[config.mk]
export PLATFORM = sky130hd
export DESIGN_NAME = mac_array
export DESIGN_NICKNAME = d
export VERILOG_FILES = /design/src/rtl/mac_array.sv
export SDC_FILE = /design/constraint.sdc
export NUM_CORES = 2
export LEC_CHECK = 0
export CAP_MARGIN = 20
export CORE_MARGIN = 5
export CORE_UTILIZATION = 50
export DETAILED_ROUTE_END_ITERATION = 12
export PLACE_DENSITY = 0.73
export SYNTH_ARGS = -nofsm -noshare
export SYNTH_HDL_FRONTEND = slang
export SYNTH_SLANG_ARGS = --single-unit
[constraint.sdc]
create_clock -name clk -period 13.8 [get_ports clk]
set_input_delay 2.76 -clock clk [delete_from_list [all_inputs] [get_ports clk]]
set_output_delay 2.76 -clock clk [all_outputs]
set_load 0.02 [all_outputs]
[src/rtl/mac_array.sv]
`timescale 1ns/1ps
// mac_array: LANES parallel fixed-point MAC lanes sharing one broadcast operand.
// Full-precision accumulate per vector, then round half-up, saturate, optional ReLU.
module mac_array #(
    parameter int LANES     = 4,
    parameter int Q_INT     = 8,
    parameter int Q_FRAC    = 8,
    parameter int ACC_GUARD = 8
) (
    input  logic                     clk,
    input  logic                     reset,
    input  logic                     in_valid,
    output logic                     in_ready,
    input  logic                     in_last,
    input  logic                     mode_square,
    input  logic                     relu_en,
    input  logic [Q_INT+Q_FRAC-1:0]  x,
    input  logic [LANES*(Q_INT+Q_FRAC)-1:0] w,
    output logic                     out_valid,
    input  logic                     out_ready,
    output logic [LANES*(Q_INT+Q_FRAC)-1:0] out_data,
    output logic [LANES-1:0]         out_sat
);

    localparam int W  = Q_INT + Q_FRAC;
    localparam int PW = 2 * W;
    localparam int AW = PW + ACC_GUARD;
    localparam int RW = AW + 1;

    localparam logic signed [RW-1:0] MAX_V = {{(RW-W+1){1'b0}}, {(W-1){1'b1}}};
    localparam logic signed [RW-1:0] MIN_V = {{(RW-W+1){1'b1}}, {(W-1){1'b0}}};

    typedef enum logic [1:0] {ST_ACC, ST_FLUSH, ST_OUT} state_t;

    state_t                state;
    logic                  first;
    logic                  p_valid;
    logic                  p_last;
    logic                  p_relu;
    logic                  accept;
    logic                  fin;
    logic signed [PW-1:0]  prod_c   [LANES];
    logic signed [PW-1:0]  p_prod   [LANES];
    logic signed [AW-1:0]  acc      [LANES];
    logic signed [AW-1:0]  acc_next [LANES];
    logic signed [RW-1:0]  rnd      [LANES];
    logic signed [RW-1:0]  shf      [LANES];
    logic [LANES*W-1:0]    fin_data;
    logic [LANES-1:0]      fin_sat;

    // in_ready depends on state alone so the source never sees a combinational loop.
    assign in_ready = (state == ST_ACC);
    assign accept   = in_valid & in_ready;
    assign fin      = p_valid & p_last;

    always_comb begin
        for (int i = 0; i < LANES; i++) begin
            prod_c[i] = PW'($signed(x)) * PW'($signed(mode_square ? x : w[i*W +: W]));
        end
    end

    // NOTE: every always_comb output gets a default before any conditional write, so no latch is inferred.
    always_comb begin
        fin_data = '0;
        fin_sat  = '0;
        for (int i = 0; i < LANES; i++) begin
            acc_next[i] = (first ? '0 : acc[i]) + {{ACC_GUARD{p_prod[i][PW-1]}}, p_prod[i]};
            rnd[i]      = {acc_next[i][AW-1], acc_next[i]} + (RW'(1) << (Q_FRAC - 1));
            shf[i]      = rnd[i] >>> Q_FRAC;
            if (shf[i] > MAX_V) begin
                fin_data[i*W +: W] = MAX_V[W-1:0];
                fin_sat[i]         = 1'b1;
            end else if (shf[i] < MIN_V) begin
                fin_data[i*W +: W] = MIN_V[W-1:0];
                fin_sat[i]         = 1'b1;
            end else begin
                fin_data[i*W +: W] = shf[i][W-1:0];
            end
            if (p_relu && fin_data[i*W + W - 1]) begin
                fin_data[i*W +: W] = '0;
            end
        end
    end

    // NOTE: sequential state uses non-blocking assignments only, so every register samples pre-edge values.
    always_ff @(posedge clk or posedge reset) begin
        if (reset) begin
            state     <= ST_ACC;
            first     <= 1'b1;
            p_valid   <= 1'b0;
            p_last    <= 1'b0;
            p_relu    <= 1'b0;
            out_valid <= 1'b0;
            out_data  <= '0;
            out_sat   <= '0;
            // NOTE: the small accumulator array is reset so a reset mid-vector leaves no stale partial sum.
            for (int i = 0; i < LANES; i++) begin
                p_prod[i] <= '0;
                acc[i]    <= '0;
            end
        end else begin
            p_valid <= accept;
            if (accept) begin
                p_last <= in_last;
                p_relu <= relu_en;
                for (int i = 0; i < LANES; i++) begin
                    p_prod[i] <= prod_c[i];
                end
            end

            if (p_valid) begin
                first <= p_last;
                for (int i = 0; i < LANES; i++) begin
                    acc[i] <= acc_next[i];
                end
            end

            if (fin) begin
                out_data <= fin_data;
                out_sat  <= fin_sat;
            end

            case (state)
                ST_ACC: begin
                    if (accept && in_last) state <= ST_FLUSH;
                end
                ST_FLUSH: begin
                    if (fin) state <= ST_OUT;
                end
                ST_OUT: begin
                    // Result was registered on entry; valid rises one cycle later and holds until taken.
                    if (!out_valid) begin
                        out_valid <= 1'b1;
                    end else if (out_ready) begin
                        out_valid <= 1'b0;
                        state     <= ST_ACC;
                    end
                end
                default: state <= ST_ACC;
            endcase
        end
    end

endmodule

# Word-level counts from Yosys, hierarchy flattened
# Cells that the tools add are included.
[classes]
div = 0
n_eq_ne = 6
multipliers = 4
n_reduce_logical = 7
n_shift = 0
n_addsub = 8
muxes = 35
order_cmp = 8
n_bitwise = 2
[op_table]
columns = ["cell", "count"]
rows = [
  ["$mux W16", 16],
  ["$add A40 B9 Y41 const B", 4],
  ["$add A40 B40 Y40", 4],
  ["$mux W40", 4],
  ["$gt A33 B16 Y1 const B", 4],
  ["$lt A33 B16 Y1 const B", 4],
  ["$mul A16 B16 Y32", 4],
  ["$mux W1", 10],
  ["$mux W2", 4],
  ["$ne A2 B2 Y1 const B", 3],
  ["$pmux W2 S3", 1],
  ["$logic_and A1 B1 Y1", 5],
  ["$reduce_and A4 Y1", 1],
  ["$and A1 B1 Y1", 2],
  ["$eq A2 B1 Y1 const B", 1],
  ["$eq A2 B2 Y1 const B", 1],
  ["$logic_not A2 Y1", 1],
  ["$ne A2 B1 Y1 const B", 1],
]
[word_totals]
output_inout_bits = 70
mem_bits_ro = 0
latchBits = 0
in_bits = 87
regBits = 363
n_memories = 0
elab_cells = 86
ramBits = 0

# Longest topological paths before layout
[logic_depth]
ltp_word = 8
depth_mapped = 35
mapped_depth_nobuf = 31

# Worst setup path after synthesis
# OpenSTA, ideal clock, no wires.
[synth_timing]
path_kind = "input-to-reg"
start = "input mode_square"
end = "register p_prod[94] (netlist name)"
n_path_buf = 4
slack_ns = 3.495
arrival_time_ns = 10.172
required_ns = 13.667
setup_ns = 0.133
path_stages = 33
cell_sequence = "clkbuf_1 -> buf_1 -> clkbuf_1 -> nand2_1 -> o21ai_1 -> clkbuf_1 -> nand2_1 -> fa_1 -> inv_1 -> fa_1 -> inv_1 -> fa_1 -> fa_1 -> inv_1 -> fa_1 -> inv_1 -> fa_1 -> inv_1 -> ha_1 -> a21oi_1 -> nor2b_1 -> nor2_1 -> o21ai_0 -> a21oi_1 -> nor2b_1 -> o211ai_1 -> a31oi_1 -> a41oi_1 -> a21oi_1 -> or4_1 -> a31oi_1 -> xor2_1 -> o21ai_0"
[synth_via]
elab_chain_cells = 2
[synth_rtl]
columns = ["element", "line_no", "text"]
rows = [
  ["start, declared", "15", "input logic mode_square,"],
  ["$mux W16", "58", "prod_c[i] = PW'($signed(x)) * PW'($signed(mode_square ? x : w[i*W +: W]));"],
  ["$mul A16 B16 Y32", "58", ""],
  ["end signal, assigned by index", "107", "p_prod[i] <= prod_c[i];"],
  ["end, declared", "43", "logic signed [PW-1:0] p_prod [LANES];"],
]
# No other way between the ends.
# A chain may end at the register's enable or synchronous reset.

# Final worst setup path
# Same ends and word-level chain as after synthesis.

==> summary.txt <==
Outcome
  • Outcome: finished clean

Setup path
  • Cell mode on critical path: fa_1
  • Critical Path Start: mode_square
  • Worst EP arrival: 10.76 ns
  • CP max stage cell: buf_4
  • Reg2reg start: first
  • Crit. End Element: flop
  • Worst-path fanout max: 61
  • Worst Path Buf+Inv: 8
  • Crit path kind: in2reg
  • Kind of cell adding the most delay to the critical path: adder cells
  • CP Launch Type: input pin
  • Worst path max stage delay: 0.66 ns
  • Req. time, crit path: 14.23 ns

Floorplanning
  • Die width: 376 um
  • Row cnt: 134
  • Die Y: 376 um
  • I/O pin cnt: 157
  • Core ar.: 0.133 mm2
  • Die ar.: 0.142 mm2
  • Starting Density: 50.2%

Synth
  • Cells after synthesis: 7,661
  • Yosys top cell area share: 31.4%
  • Ys Warns: 0
  • Yosys cell types: 102
  • EDFF count, synth: 0
  • Post-synthesis cell area: 0.0671 mm2
  • Share of synthesized flip-flops with an asynchronous set or reset: 100%
  • Syn Area/Cell: 8.75 um2
  • Flop and latch count out of synthesis: 363
  • Synth area leaders: fa_1, dfrtp_1, ha_1
  • Commonest register cell after synthesis: dfrtp_1
  • Synth top cells by count: inv_1, fa_1, nand2_1, ha_1, nor2b_1
  • Synthesized Nets: 9,288
  • Synth area leader: fa_1
  • Sequential element share of the synthesized area: 13.5%
  • Most frequent cell after synthesis: inv_1

Place
  • Final RePlAce weighted congestion: 0.948
  • Place WS: 2.90 ns
  • Count of input and output buffers: 156
  • DPL Wire Length: 139 mm

Timing
  • Least-Margin Pin Slew: 1.12 ns
  • Hold_ws: 0.480 ns
  • Fin worst setup slack: 3.47 ns
  • Clock skew: 0.0320 ns
  • Minimum clock period: 10.33 ns
  • Max frequency: 0.0968 GHz
  • Rel. slew slack: 25.0%
  • Setup TNS: 0 ns
  • Max Slew Vio Count: 0
  • Final Hold Vio Count: 0
  • Final period util: 74.9%
  • Final setup vio count: 0
  • RSZ-0062 raised after global routing: no

Global routing
  • Vias in the first global route: 54,300
  • Largest net degree at the start of global routing: 113
  • GR Util All Layers: 25.3%
  • Grt ovf: 0
  • Wire length of the first global-routing pass: 292 mm
  • Initial antenna violation count: 2

Clocking
  • CTS tree: built
  • Post-CTS Setup Inserts: 0
  • H-Tree Level Count: 2
  • Root Driver: clkbuf_16
  • Post_cts resized: 0
  • CTS Hold Bufs: 0
  • Maximum buffer depth of the clock tree: 3
  • Clk sinks: 363
  • Clk Latency, worst-skew pair: 0.60 ns
  • Clock Pin Slew Worst Setup and Hold Paths: 0.06 ns
  • CTS buffer count: 42

Layout
  • Storage element area: 0.00909 mm2
  • Multi-input gate area: 0.0518 mm2
  • Layout fillers: 12,100
  • Util after Layout: 53.8%
  • Share of cells above drive strength 1: 5.62%
  • Final #Nets: 9,247
  • Area growth, synth to finish: 7.14%

Detailed routing
  • Avg WL per Cell: 18.9 um
  • Post-route ant nets: 0
  • DRC Markers: 0
  • DRT iter0 DRCs: 4,289
  • Post-Route WL: 178 mm
  • TritonRoute pass-1 iters: 6
  • Avg Vias per Cell: 5.59
  • Routed vias: 52,700

Hold path
  • Hold Path Class: reg2reg
  • Hold path start: acc[28]

Run
  • Max-Cap Viols: 0
cells in the final DEF (no fill, tap or decap), types with 31 or more instances in the layout:
cell type / netlist / final
buf_4: 1 / 91
nand2b_1: 83 / 83
nor2_1: 327 / 327
o21ai_0: 252 / 233
nor3_1: 83 / 83
o21a_1: 40 / 40
mux2i_1: 35 / 35
a21o_1: 128 / 128
a31oi_1: 38 / 38
nand3_1: 80 / 80
clkbuf_16: 0 / 42
o21bai_1: 35 / 35
nand2_1: 918 / 916
mux2_2: 106 / 106
fa_1: 1052 / 1052
or3_1: 36 / 36
a211oi_1: 31 / 31
clkdlybuf4s50_1: 0 / 139
o21ai_1: 46 / 52
dfrtp_1: 362 / 361
xnor2_1: 241 / 241
a21oi_1: 289 / 289
nor2b_1: 407 / 407
and3_1: 51 / 51
nand4_1: 56 / 56
or2_2: 62 / 62
xor2_1: 112 / 112
inv_1: 1311 / 1310
ha_1: 488 / 488
o211ai_1: 47 / 47
and2_1: 229 / 229
stage by stage:
| stage | area (um2) | cells |
|---|---|---|
| after detailed placement | 70200 | 9333 |
| after floorplan | 67100 | 7661 |
| final | 71800 | 9421 |
| after global placement | 70200 | 9332 |
| after global routing | 71800 | 9420 |
| after CTS | 71700 | 9409 |
worst reg2reg max path, delay by kind of cell (launching register included):
| kind | cells | cell delay [ns] |
|---|---|---|
| DFF | 1 | 0.98 |
| muxes | 1 | 0.38 |
| and+or+nand+nor | 7 | 2.58 |
| buffers and inverters | 1 | 0.68 |
| AOI/OAI and AO/OA | 8 | 2.75 |
| adders and majority gates | 1 | 0.36 |
routing by layer:
metal	vias to the layer above	track usage (%)	part of all wire [%]
met5	-	0	0.0039
met4	2	5.56	2.3
met1	26100	36.9	45
li1	24400	-	-
met3	293	5.11	8.4
met2	1884	39.0	44
cells by family (layout without fill, tap and decap cells):
kind of cell             count (synthesis)  after routing  share of synthesized area (%)
adder cells (fa/ha/maj)               1540           1540                           40.5
buffers and inverters                 1648           1639                           9.27
AO/OA/AOI/OAI                         1168           1168                           11.5
AND/OR/NAND/NOR                       2448           2448                           18.3
other                                    0              1                              0
XOR/XNOR                               353            353                           4.61
flip-flops                             363            363                           13.5
multiplexers                           141            141                           2.30
registers in the layout (all words and copies together) (netlist names):
signal	count
state	2
p_relu	1
out_valid	1
out_data	64
p_last	1
p_prod	128
acc	160
out_sat	4
first	1
p_valid	1
area by class of cell:
cell class / instances / area share (%)
multi-input cells: 5650 / 72.1
flip-flops and latches: 363 / 12.7
inverters: 1312 / 6.86
repair buffers: 251 / 3.12
well taps: 1768 / 3.08
clock buffers: 55 / 1.64
clock inverters: 21 / 0.505
diodes: 1 / 0.00348
final timing paths:
path,end,slack (ns),cells past startpoint
max reg2reg,out_data[46],5.97,18
max,p_prod[94],3.47,32
min,acc[28],0.48,2
min reg2reg,acc[28],0.48,2
max in group asynchronous,p_prod[73],8.77,4
min in group asynchronous,out_data[60],2.71,2
Power is left out: the tool's default activity adds up to more than one toggle a clock period on the data nets, which glitch-free logic cannot reach.
